===== config.mk =====
export PLATFORM = sky130hd
export DESIGN_NAME = frame_write_arbiter
export DESIGN_NICKNAME = d
export VERILOG_FILES = /design/src/rtl/frame_pkg.sv /design/src/rtl/rr_arbiter.sv /design/src/rtl/frame_write_arbiter.sv
export SDC_FILE = /design/constraint.sdc
export NUM_CORES = 1
export LEC_CHECK = 0
export CORE_MARGIN = 2
export CORE_UTILIZATION = 50
export DETAILED_ROUTE_END_ITERATION = 10
export HOLD_SLACK_MARGIN = 0.15
export PLACE_DENSITY_LB_ADDON = 0.25
export SYNTH_ARGS = -nofsm -noshare
export SYNTH_HDL_FRONTEND = slang
export SYNTH_SLANG_ARGS = --single-unit

===== constraint.sdc =====
create_clock -name clk -period 6.32 [get_ports clk]
set_input_delay 0.948 -clock clk [delete_from_list [all_inputs] [get_ports clk]]
set_output_delay 0.948 -clock clk [all_outputs]
set_load 0.02 [all_outputs]

===== src/rtl/frame_pkg.sv =====
// rtl/frame_pkg.sv - shared frame-buffer geometry, write-port types and arbiter states
package frame_pkg;

    localparam int COLS_DEF = 40;
    localparam int ROWS_DEF = 30;

    typedef logic [5:0] coord_t;
    typedef logic [4:0] char_t;

    typedef struct packed {
        coord_t x;
        coord_t y;
        char_t  char;
    } frame_wr_t;

    typedef enum logic {
        ST_ARB   = 1'b0,
        ST_CLEAR = 1'b1
    } arb_state_e;

endpackage


===== src/rtl/rr_arbiter.sv =====
// rtl/rr_arbiter.sv - combinational round-robin grant search starting after the last winner
module rr_arbiter #(
    parameter  int NREQ = 3,
    localparam int IW   = (NREQ > 1) ? $clog2(NREQ) : 1
) (
    input  logic [NREQ-1:0] req,
    input  logic [IW-1:0]   last,
    output logic [NREQ-1:0] grant,
    output logic [IW-1:0]   grant_idx,
    output logic            any
);

    // Walk offsets from farthest to nearest so the nearest valid requester overwrites the rest.
    always_comb begin
        int idx;
        grant     = '0;
        grant_idx = '0;
        any       = 1'b0;
        idx       = 0;
        for (int off = NREQ; off >= 1; off--) begin
            idx = (int'(last) + off) % NREQ;
            if (req[idx]) begin
                grant      = '0;
                grant[idx] = 1'b1;
                grant_idx  = IW'(idx);
                any        = 1'b1;
            end
        end
    end

endmodule


===== src/rtl/frame_write_arbiter.sv =====
// rtl/frame_write_arbiter.sv - round-robin frame-buffer write arbiter with full-screen clear sequencer
module frame_write_arbiter
    import frame_pkg::*;
#(
    parameter int NREQ = 3,
    parameter int COLS = COLS_DEF,
    parameter int ROWS = ROWS_DEF
) (
    input  logic              clk,
    input  logic              reset_n,
    input  logic              clear,
    input  logic [NREQ-1:0]   req_valid,
    output logic [NREQ-1:0]   req_ready,
    input  logic [6*NREQ-1:0] req_x,
    input  logic [6*NREQ-1:0] req_y,
    input  logic [5*NREQ-1:0] req_char,
    output logic [5:0]        x,
    output logic [5:0]        y,
    output logic [4:0]        char,
    output logic              we,
    output logic              busy,
    output logic              drop_err
);

    localparam int     IW   = (NREQ > 1) ? $clog2(NREQ) : 1;
    localparam coord_t XMAX = coord_t'(COLS - 1);
    localparam coord_t YMAX = coord_t'(ROWS - 1);

    arb_state_e state_q, state_d;
    logic [IW-1:0] last_q, last_d;
    coord_t        cx_q, cx_d, cy_q, cy_d;
    frame_wr_t     wr_q, wr_d;
    logic          we_q, we_d;
    logic          drop_q, drop_d;

    logic [NREQ-1:0] grant;
    logic [IW-1:0]   grant_idx;
    logic            grant_any;
    logic [NREQ-1:0] ready_c;
    coord_t          gx, gy;
    char_t           gc;

    rr_arbiter #(.NREQ(NREQ)) u_rr (
        .req       (req_valid),
        .last      (last_q),
        .grant     (grant),
        .grant_idx (grant_idx),
        .any       (grant_any)
    );

    assign gx = req_x[6*int'(grant_idx) +: 6];
    assign gy = req_y[6*int'(grant_idx) +: 6];
    assign gc = req_char[5*int'(grant_idx) +: 5];

    // cx/cy hold the cell most recently written by the clear, so the first cell is
    // issued from ARB and the final cycle in CLEAR only has to notice completion.
    always_comb begin
        state_d = state_q;
        last_d  = last_q;
        cx_d    = cx_q;
        cy_d    = cy_q;
        wr_d    = wr_q;
        we_d    = 1'b0;
        drop_d  = drop_q;
        ready_c = '0;
        unique case (state_q)
            ST_ARB: begin
                if (clear) begin
                    state_d = ST_CLEAR;
                    cx_d    = '0;
                    cy_d    = '0;
                    wr_d    = '{x: '0, y: '0, char: '0};
                    we_d    = 1'b1;
                end else if (grant_any) begin
                    ready_c = grant;
                    last_d  = grant_idx;
                    if (gx <= XMAX && gy <= YMAX) begin
                        wr_d = '{x: gx, y: gy, char: gc};
                        we_d = 1'b1;
                    end else begin
                        drop_d = 1'b1;
                    end
                end
            end
            ST_CLEAR: begin
                if (cx_q == XMAX && cy_q == YMAX) begin
                    state_d = ST_ARB;
                    drop_d  = 1'b0;
                end else begin
                    if (cx_q == XMAX) begin
                        cx_d = '0;
                        cy_d = cy_q + 6'd1;
                    end else begin
                        cx_d = cx_q + 6'd1;
                    end
                    wr_d = '{x: cx_d, y: cy_d, char: '0};
                    we_d = 1'b1;
                end
            end
            default: state_d = ST_ARB;
        endcase
    end

    always_ff @(posedge clk or negedge reset_n) begin
        if (!reset_n) begin
            state_q <= ST_ARB;
            last_q  <= IW'(NREQ - 1);
            cx_q    <= '0;
            cy_q    <= '0;
            wr_q    <= '0;
            we_q    <= 1'b0;
            drop_q  <= 1'b0;
        end else begin
            state_q <= state_d;
            last_q  <= last_d;
            cx_q    <= cx_d;
            cy_q    <= cy_d;
            wr_q    <= wr_d;
            we_q    <= we_d;
            drop_q  <= drop_d;
        end
    end

    assign req_ready = reset_n ? ready_c : '0;
    assign x         = wr_q.x;
    assign y         = wr_q.y;
    assign char      = wr_q.char;
    assign we        = we_q;
    assign busy      = (state_q == ST_CLEAR);
    assign drop_err  = drop_q;

endmodule

## After elaboration in Yosys (flattened, before gate mapping)

Index checks and enable logic that the tools add are counted.
Widths: inputs -> output; s select.

| word-level totals | value |
|---|---|
| bits in registers | 34 |
| output and inout port bits | 23 |

| cells by class | value |
|---|---|
| magnitude comparators | 8 |
| multipliers | 2 |
| muxes and demuxes | 52 |
| equal/unequal tests | 10 |
| shift-type cells | 3 |
| divide/modulo/power cells | 3 |
| $add $sub $neg | 5 |
| reductions and logical operators | 9 |
| bitwise logic cells | 2 |

Operators by type and width:

| kind | number |
|---|---|
| $ge 32x1->1 const B | 3 |
| $lt 32x4->1 const B | 3 |
| $mod 32x3->32 const B | 3 |
| $mux 17 | 4 |
| $pmux 17 s2 | 1 |
| $shiftx 18x32->6 | 1 |
| $mux 6 | 5 |
| $pmux 6 s2 | 2 |
| $mux 1 | 21 |
| $mux 3 | 7 |
| $shiftx 18x6->6 | 1 |
| $shiftx 15x6->5 | 1 |
| $add 6x1->6 const B | 2 |
| $ne 2x2->1 const B | 5 |
| $add 2x2->3 const B | 2 |
| $bmux 1 s2 | 3 |
| $demux 1 s2 | 3 |
| $eq 6x5->1 const B | 1 |
| $eq 6x6->1 const B | 1 |
| $le 6x5->1 const B | 1 |
| $le 6x6->1 const B | 1 |
| $mux 2 | 3 |
| $ne 3x3->1 const B | 2 |
| $pmux 1 s2 | 3 |
| 9 further kinds | 15 |

## Depth between registers and ports, before layout

Gate-level depths: netlist (run 1).

| depth | value |
|---|---|
| depth in word-level cells | 16 |
| depth in mapped cells | 11 |

## Modules after synthesis

Synthesis (run 1) repeated with hierarchy kept, for this count alone.

| unflattened totals | value |
|---|---|
| cells, all modules | 248 |
| area, all modules | 2,366.0 um^2 |

By module, submodules not included:

| module | cells an instance | instances | area an instance (um^2) |
|---|---|---|---|
| frame_write_arbiter | 212 | 1 | 2,109.5 |
| rr_arbiter | 36 | 1 | 256.5 |

## Least setup slack after synthesis (run 1)

No wires, ideal clock.

| timing path | value |
|---|---|
| path kind | input to output |
| start point | input port req_valid[2] |
| end point | output port req_ready[1] |
| buffers on the path | 2 |
| setup slack | 2,859 ps |
| data required time | 5,372 ps |
| arrival time | 2,513 ps |
| cell stages on the path | 7 |
| cells stage by stage | and3b_1 > o21bai_1 > o311a_1 > buf_2 > or2_2 > clkbuf_1 > nor2_1 |

| on the way | value |
|---|---|
| longest elaborated chain between the ends | 10 |
| elaborated cells on any way between the ends | 19 |

RTL lines:

| element | line | RTL |
|---|---|---|
| from (decl) | frame_write_arbiter.sv:12 | `input logic [NREQ-1:0] req_valid,` |
| $bmux 1 s2 | rr_arbiter.sv:22 | `if (req[idx]) begin` |
| $mux 1 (not written as such) (2 in series) | rr_arbiter.sv:22 |  |
| $mux 3 or $mux 1 (tied branches) (3 in series) | rr_arbiter.sv:22 |  |
| $mux 3 (*) | frame_write_arbiter.sv:74 | `end else if (grant_any) begin` |
| $mux 3 (*) | frame_write_arbiter.sv:68 | `if (clear) begin` |
| $mux 3 (*) | frame_write_arbiter.sv:66 | `unique case (state_q)` |
| $mux 3 (*) | frame_write_arbiter.sv:124 | `assign req_ready = reset_n ? ready_c : '0;` |
| to (decl) | frame_write_arbiter.sv:13 | `output logic [NREQ-1:0] req_ready,` |

Mark *: on every way between the ends. The rest lies on a longest branch, timed or not. The select of a mux whose other input is x is not followed.

## Worst setup path after layout (run 1)

| timing path | value |
|---|---|
| start point | input port req_valid[1] |
| end point | output port req_ready[1] |

Same word-level chain as after synthesis.

==> impl_metrics.tcl, run 1 <==
set metrics [dict create \
    reg2regPathDepth 8 \
    worstPathMaxFanout 20 \
    hold_start "x[4]$_DFFE_PN0P_" \
    dpl.cell_count 399 \
    netlist.top_cell.by_area "sky130_fd_sc_hd__dfrtp_1" \
    vias 2373 \
    required_ns 5.37 \
    reg2reg_setup_slack_ns 2.38 \
    core-area_sq_mm 0.00475 \
    rsz_0062_raised_after_global_routing "no" \
    worst_clock_skew_ns 0.00384 \
    finalWorstPathRequiredPeriod_ns 4.69 \
    grt_first_pass_wirelength_um 10900 \
    r2r-start "last_q[0]$_DFFE_PN0P_" \
    chipHeight_um 74.5 \
    synth-edff-count 0 \
    ctsHoldBuffers 0 \
    diodes 0 \
    rows 25 \
    drive_gt1_share_pct 12.4 \
    synth.net_count 328 \
    worstSkewPairLatency_ns 0.29 \
    maxClockFrequency_ghz 0.213 \
    path_common_cell "sky130_fd_sc_hd__clkdlybuf4s50_1" \
    setup.worst_path.end_class "primary output" \
    final.hold.worst_slack_ns 0.493 \
    first_global_vias 2242 \
    cap_violations 0 \
    ir_drop_mv 0.185 \
    cts_inserted_buffers 5 \
    critical_path_class "primary input to primary output" \
    netlist.area_leader.share_pct 33.2 \
    route.detailed.drc 0 \
    leakage_uw 0.00133 \
    min_delay_path_depth 1 \
    ctsResizeCount 0 \
    seq_cells_post_synth 34 \
    maximum_number_of_pins_on_one_net_before_global_route_repair 36 \
    post_cts_setup_buffers 0 \
    dp_hpwl_um 5150 \
    synthesis.instances 264 \
    max_root_sink_buffers 2 \
    final_antenna_net_count 0 \
    slowest_stage "sky130_fd_sc_hd__o311a_1" \
    max-slew-margin-rel_pct 23.0 \
    slowest_delay_ns 0.70 \
    final_weighted_congestion_of_routability_driven_global_placement 0.919 \
    area_growth_syn_to_layout_pct 36.9 \
    grt-ovfl-total 0 \
    synth_area_sq_mm 0.00248 \
    cp-start-kind "primary input" \
    final_cells 407 \
    die-width_um 74.5 \
    path_type_of_the_worst_min_delay_path "register to register" \
    timing.final.crit_share_pct 74.2 \
    pwr_density_cell_mw_per_mm2 312 \
    yosys.cell_count.top_type "sky130_fd_sc_hd__dfrtp_1" \
    slew_violations 0 \
    clock_root_buffer "sky130_fd_sc_hd__clkbuf_8" \
    timing.rr.end "y[1]$_DFFE_PN0P_" \
    path_cells "clkdlybuf4s50_1 > mux2_2 > a21oi_2 > o311a_1 > or2_2 > nor2_1 > clkdlybuf4s50_1" \
    synth-async-reset-ratio_pct 100 \
    die_area_sq_mm 0.00555 \
    final.fill_count 412 \
    wl_per_cell_um 16.7 \
    ys.flop_type "sky130_fd_sc_hd__dfrtp_1" \
    average_vias_per_placed_instance 5.83 \
    setup_viol 0 \
    initial_antenna_violation_count 0 \
    cts-htree-levels 2 \
    final_hold_viol_count 0 \
    tightest_slew_ns 1.15 \
    initial_core_util_pct 52.2 \
    cts.reportedPaths.clkPinSlew_ns 0.07 \
    synthesis.yosys.warnings 0 \
    setup-tns-final_ns 0 \
    totalWireLength_um 6820 \
    numClockSinks 34 \
    tritoncts_clock_tree "yes" \
    groute.usage.overall_pct 25.9 \
    layout.nets 403 \
    firstDrtPassIters 4 \
    holdPathEnd "x[4]$_DFFE_PN0P_" \
    dr.first_iter.drc_count 148 \
    synth_cell_types 56 \
    synthesis.area_per_instance_sq_um 9.41 \
    synth.top_cells.by_area "sky130_fd_sc_hd__dfrtp_1 33%, sky130_fd_sc_hd__mux2_2 6.3%, sky130_fd_sc_hd__nand2_1 4.5%, sky130_fd_sc_hd__mux2i_1 4.0%, sky130_fd_sc_hd__ha_1 3.5%" \
    critPathArrivalTime_ns 3.74 \
    top_level_ports 80 \
    port-buffer-count 79 \
    run_status "finished, final reports clean" \
    ys_seq_area_share_pct 34.3 \
    yosys-top-cells-count "33 x sky130_fd_sc_hd__dfrtp_1, 30 x sky130_fd_sc_hd__nand2_1, 20 x sky130_fd_sc_hd__nor2_1" \
]
==> cells by family after synthesis <==
family / Yosys count / share of synthesized area, %
simple gates: 98 / 22.2
compound gates: 60 / 19.0
flops: 34 / 34.3
buf+inv: 28 / 5.14
mux: 28 / 12.6
xor+xnor: 9 / 3.17
fa+ha+maj: 7 / 3.53
==> sequential cells by signal, summed over array words and instances (netlist names) <==
signal / flops
we: 1
cy_q: 6
cx_q: 6
busy: 1
char: 5
drop_err: 1
x: 6
y: 6
last_q: 2
==> critical path: cells and delay by family <==
family                 cells  cell delay (ns)
AO/OA/AOI/OAI              2             0.96
buffers and inverters      2             1.07
multiplexers               1             0.33
AND/OR/NAND/NOR            2             0.43
==> cell type report <==
class	count	area [sq um]	share of cell area, %
Multi-Input combinational cell	202	1500	44.2
Sequential cell	34	852	25.1
Timing Repair Buffer	82	813	23.9
Tap cell	67	83.8	2.47
Clock buffer	6	82.6	2.43
Inverter	14	52.6	1.55
Clock inverter	2	12.5	0.368
==> worst max-delay path by stage <==
stage	startpoint	endpoint	slack, ns
6_report	req_valid[1]	req_ready[1]	1.63
5_1_grt	req_valid[1]	req_ready[1]	1.45
4_1_cts	req_valid[1]	req_ready[1]	1.67
3_5_place_dp	req_valid[1]	req_ready[1]	1.68
3_3_place_gp	req_valid[1]	req_ready[1]	1.75
2_1_floorplan	req_valid[2]	req_ready[1]	2.86
==> layout by cell type (no fill, tap or decap), types with 3 or more instances in the layout <==
master / synthesis / routed
sky130_fd_sc_hd__clkdlybuf4s50_1: 0 / 79
sky130_fd_sc_hd__dfrtp_1: 33 / 33
sky130_fd_sc_hd__nand2_1: 30 / 30
sky130_fd_sc_hd__nor2_1: 20 / 20
sky130_fd_sc_hd__inv_1: 14 / 14
sky130_fd_sc_hd__mux2_2: 14 / 14
sky130_fd_sc_hd__o21ai_0: 12 / 12
sky130_fd_sc_hd__mux2i_1: 10 / 10
sky130_fd_sc_hd__o311ai_0: 9 / 9
sky130_fd_sc_hd__nor3b_1: 7 / 7
sky130_fd_sc_hd__xnor2_1: 7 / 7
sky130_fd_sc_hd__or4b_2: 7 / 7
sky130_fd_sc_hd__ha_1: 7 / 7
sky130_fd_sc_hd__clkbuf_8: 0 / 6
sky130_fd_sc_hd__nand3_1: 5 / 5
sky130_fd_sc_hd__a211oi_1: 5 / 5
sky130_fd_sc_hd__o32ai_1: 5 / 5
sky130_fd_sc_hd__nor2b_1: 4 / 4
sky130_fd_sc_hd__nand4_1: 4 / 4
sky130_fd_sc_hd__a21o_1: 4 / 4
sky130_fd_sc_hd__or2_2: 3 / 3
sky130_fd_sc_hd__nor3_1: 3 / 3
sky130_fd_sc_hd__a21oi_1: 3 / 3
sky130_fd_sc_hd__mux2_1: 3 / 3
sky130_fd_sc_hd__buf_4: 1 / 3
==> routing by layer <==
metal / GRT usage [%] / wire length (um) / part of all wire, % / up-vias
li1: - / - / - / 1133
met3: 4.88 / 347 / 5.1 / 13
met5: 0 / 0 / 0 / -
met2: 42.2 / 3400 / 50 / 83
met4: 8.33 / 127 / 1.9 / 0
met1: 35.0 / 2940 / 43 / 1144
==> per-stage QoR <==
stage | worst slack [ns] | util [%] | power [uW] | cell area (sq um)
floorplan | 2.86 | - | 711 | 2480
global placement | 1.75 | 69.5 | 870 | 3310
detailed placement | 1.68 | 69.5 | 883 | 3310
CTS | 1.67 | 71.5 | 1060 | 3400
finish | 1.63 | 71.5 | 1060 | 3400
global route | 1.45 | 71.5 | 1130 | 3400
==> power breakdown <==
part / total (uW) / leakage [uW] / switching, uW / internal (uW)
clock: 171 / 0.0000472 / 83.5 / 87.6
sequential: 332 / 0.000420 / 54.0 / 278
combinational: 557 / 0.000862 / 299 / 258
Note: power is estimated with default switching activity, not from simulation.
==> run 2, diff against run 1 <==
CORE_UTILIZATION = 42   (was 50)
clock period = 4.1 ns   (was 6.32 ns; I/O delays follow)
==> run 2 against run 1 <==
Net effect: routed wire length up 7.0%; via count down 0.51%; critical path type is now register to primary output; largest power group unchanged; die area up 18%; critical endpoint unchanged; sequential share of layout area down 0.43 points; core utilization down 12 points; design area up 1.8%; combinational power up 57%; power up 56%; sequential power up 55%.
==> impl_metrics.tcl, run 2 (same netlist as run 1, synthesis figures left out) <==
set metrics [dict create \
    power.share.sequential_pct 31.2 \
    port-buffer-count 79 \
    ctsResizeCount 0 \
    ctsHoldBuffers 0 \
    run_status "finished, final reports clean" \
    die-width_um 80.9 \
    leakage_uw 0.00136 \
    post-place-ws_ns 0.535 \
    groute.layer.met1.usage_pct 32.2 \
    die_area_sq_mm 0.00654 \
    maximum_number_of_pins_on_one_net_before_global_route_repair 35 \
    clock_root_buffer "sky130_fd_sc_hd__clkbuf_8" \
    path_type_of_the_worst_min_delay_path "register to register" \
    worstSkewPairLatency_ns 0.29 \
    global_route.peak_usage_layer "met2" \
    power.share.clock_pct 16.1 \
    max-slew-margin-rel_pct 46.2 \
    critPathLaunch "last_q[1]$_DFFE_PN1P_" \
    firstDrtPassIters 5 \
    post_cts_setup_buffers 0 \
    setup_viol 0 \
    path_cells "ha_1 > mux2i_4 > o21bai_1 > o311a_1 > or2_2 > nor2_1 > clkdlybuf4s50_1" \
    slowest_stage "sky130_fd_sc_hd__clkdlybuf4s50_1" \
    mostFrequentLayoutCells "79 x sky130_fd_sc_hd__clkdlybuf4s50_1, 33 x sky130_fd_sc_hd__dfrtp_1, 30 x sky130_fd_sc_hd__nand2_1, 20 x sky130_fd_sc_hd__nor2_1" \
    timing.rr.end "y[2]$_DFFE_PN0P_" \
    critPathArrivalTime_ns 3.13 \
    average_vias_per_placed_instance 5.62 \
    crit_buf_inv 1 \
    critical_path_class "register to primary output" \
    totalWireLength_um 7290 \
    required_ns 3.48 \
    finalWorstPathRequiredPeriod_ns 3.75 \
    cts_inserted_buffers 5 \
    core-area_sq_mm 0.00582 \
    p_int_uw 974 \
    final.hold.worst_slack_ns 0.503 \
    setup.worst_path.end_class "primary output" \
    diodes 0 \
    worstPathMaxFanout 9 \
    initial_core_util_pct 42.7 \
    cts-htree-levels 2 \
    rsz_0062_raised_after_global_routing "no" \
    first_global_vias 2334 \
    setup-tns-final_ns 0 \
    area_growth_syn_to_layout_pct 39.3 \
    layout.nets 408 \
    gr-usage-met2_pct 37.1 \
    gr-usage-met3_pct 4.44 \
    numClockSinks 34 \
    pwr_density_cell_mw_per_mm2 478 \
    dp_hpwl_um 5490 \
    slowest_delay_ns 0.61 \
    initial_antenna_violation_count 0 \
    final_antenna_net_count 0 \
    grt_first_pass_wirelength_um 11700 \
    cts.reportedPaths.clkPinSlew_ns 0.07 \
    kind_of_cell_adding_the_most_delay_to_the_critical_path "buffers and inverters" \
    final.fill_count 529 \
    reg2regPathDepth 9 \
    vias 2361 \
    grt-ovfl-total 0 \
    chipHeight_um 80.9 \
    slew_violations 0 \
    final_weighted_congestion_of_routability_driven_global_placement 0.869 \
    worstSetupEndpoint "req_ready[1]" \
    cap_violations 0 \
    net-switching-power_uw 679 \
    ir_drop_mv 0.302 \
    drive_gt1_share_pct 13.6 \
    dr.first_iter.drc_count 133 \
    rows 28 \
    timing.final.crit_share_pct 91.4 \
    wl_per_cell_um 17.4 \
    power_switching_share_pct 41.1 \
    max_root_sink_buffers 2 \
    maxClockFrequency_ghz 0.267 \
    worst_clock_skew_ns 0.00846 \
    tritoncts_clock_tree "yes" \
    top_level_ports 80 \
    power.combinational.fraction_pct 52.7 \
    route.detailed.drc 0 \
    tightest_slew_ns 0.801 \
    final_hold_viol_count 0 \
    reg2reg_setup_slack_ns 0.71 \
    fin_ws_ns 0.351 \
    groute.usage.overall_pct 23.4 \
    r2r-start "last_q[1]$_DFFE_PN1P_" \
    layout_commonest_cell "sky130_fd_sc_hd__clkdlybuf4s50_1" \
    cp-start-kind "register" \
    path_depth 7 \
]
[run 2: changes by cell type in the layout (fill, tap and decap cells not counted), sizes merged]
cell and change:
buf +5
[run 2: per-layer routing]
metal / up-vias / routed length [um]
met3: 13 / 460
met1: 1125 / 3250
met4: 0 / 166
li1: 1137 / -
met2: 86 / 3410
met5: - / 0
[run 2: area by class of cell]
cell class | count | area, sq um | share of cell area [%]
clock inverter | 2 | 12.5 | 0.362
clock buffer | 6 | 82.6 | 2.39
tap | 75 | 93.8 | 2.71
inverter | 14 | 52.6 | 1.52
multi-input combinational | 202 | 1500 | 43.5
timing repair buffer | 87 | 863 | 24.9
sequential | 34 | 852 | 24.6
[run 2: stage by stage]
stage / area (sq um) / util, % / cells / total power (uW)
2_1_floorplan: 2480 / - / 264 / 1100
3_3_place_gp: 3370 / 57.9 / 412 / 1370
3_5_place_dp: 3370 / 57.9 / 412 / 1390
4_1_cts: 3460 / 59.5 / 420 / 1660
5_1_grt: 3460 / 59.5 / 420 / 1780
6_report: 3460 / 59.5 / 420 / 1650
[run 2: how the worst min path moves through the flow]
stage | cells after the start | slack [ns] | to | startpoint
after detailed placement | 1 | 0.48 | x[3]$_DFFE_PN0P_ | x[3]$_DFFE_PN0P_
after floorplan | 0 | 0.32 | busy$_DFF_PN0_ | reset_n
after global placement | 1 | 0.48 | x[3]$_DFFE_PN0P_ | x[3]$_DFFE_PN0P_
final | 1 | 0.50 | x[3]$_DFFE_PN0P_ | x[3]$_DFFE_PN0P_
after global routing | 1 | 0.54 | x[2]$_DFFE_PN0P_ | x[2]$_DFFE_PN0P_
after CTS | 1 | 0.51 | x[2]$_DFFE_PN0P_ | x[2]$_DFFE_PN0P_
[run 2: power groups by stage]
stage	Combinational, uW	Clock [uW]	Sequential (uW)
finish	872	266	516
CTS	873	272	516
global placement	850	0	517
global route	959	291	531
detailed placement	867	0	520
floorplan	551	0	545
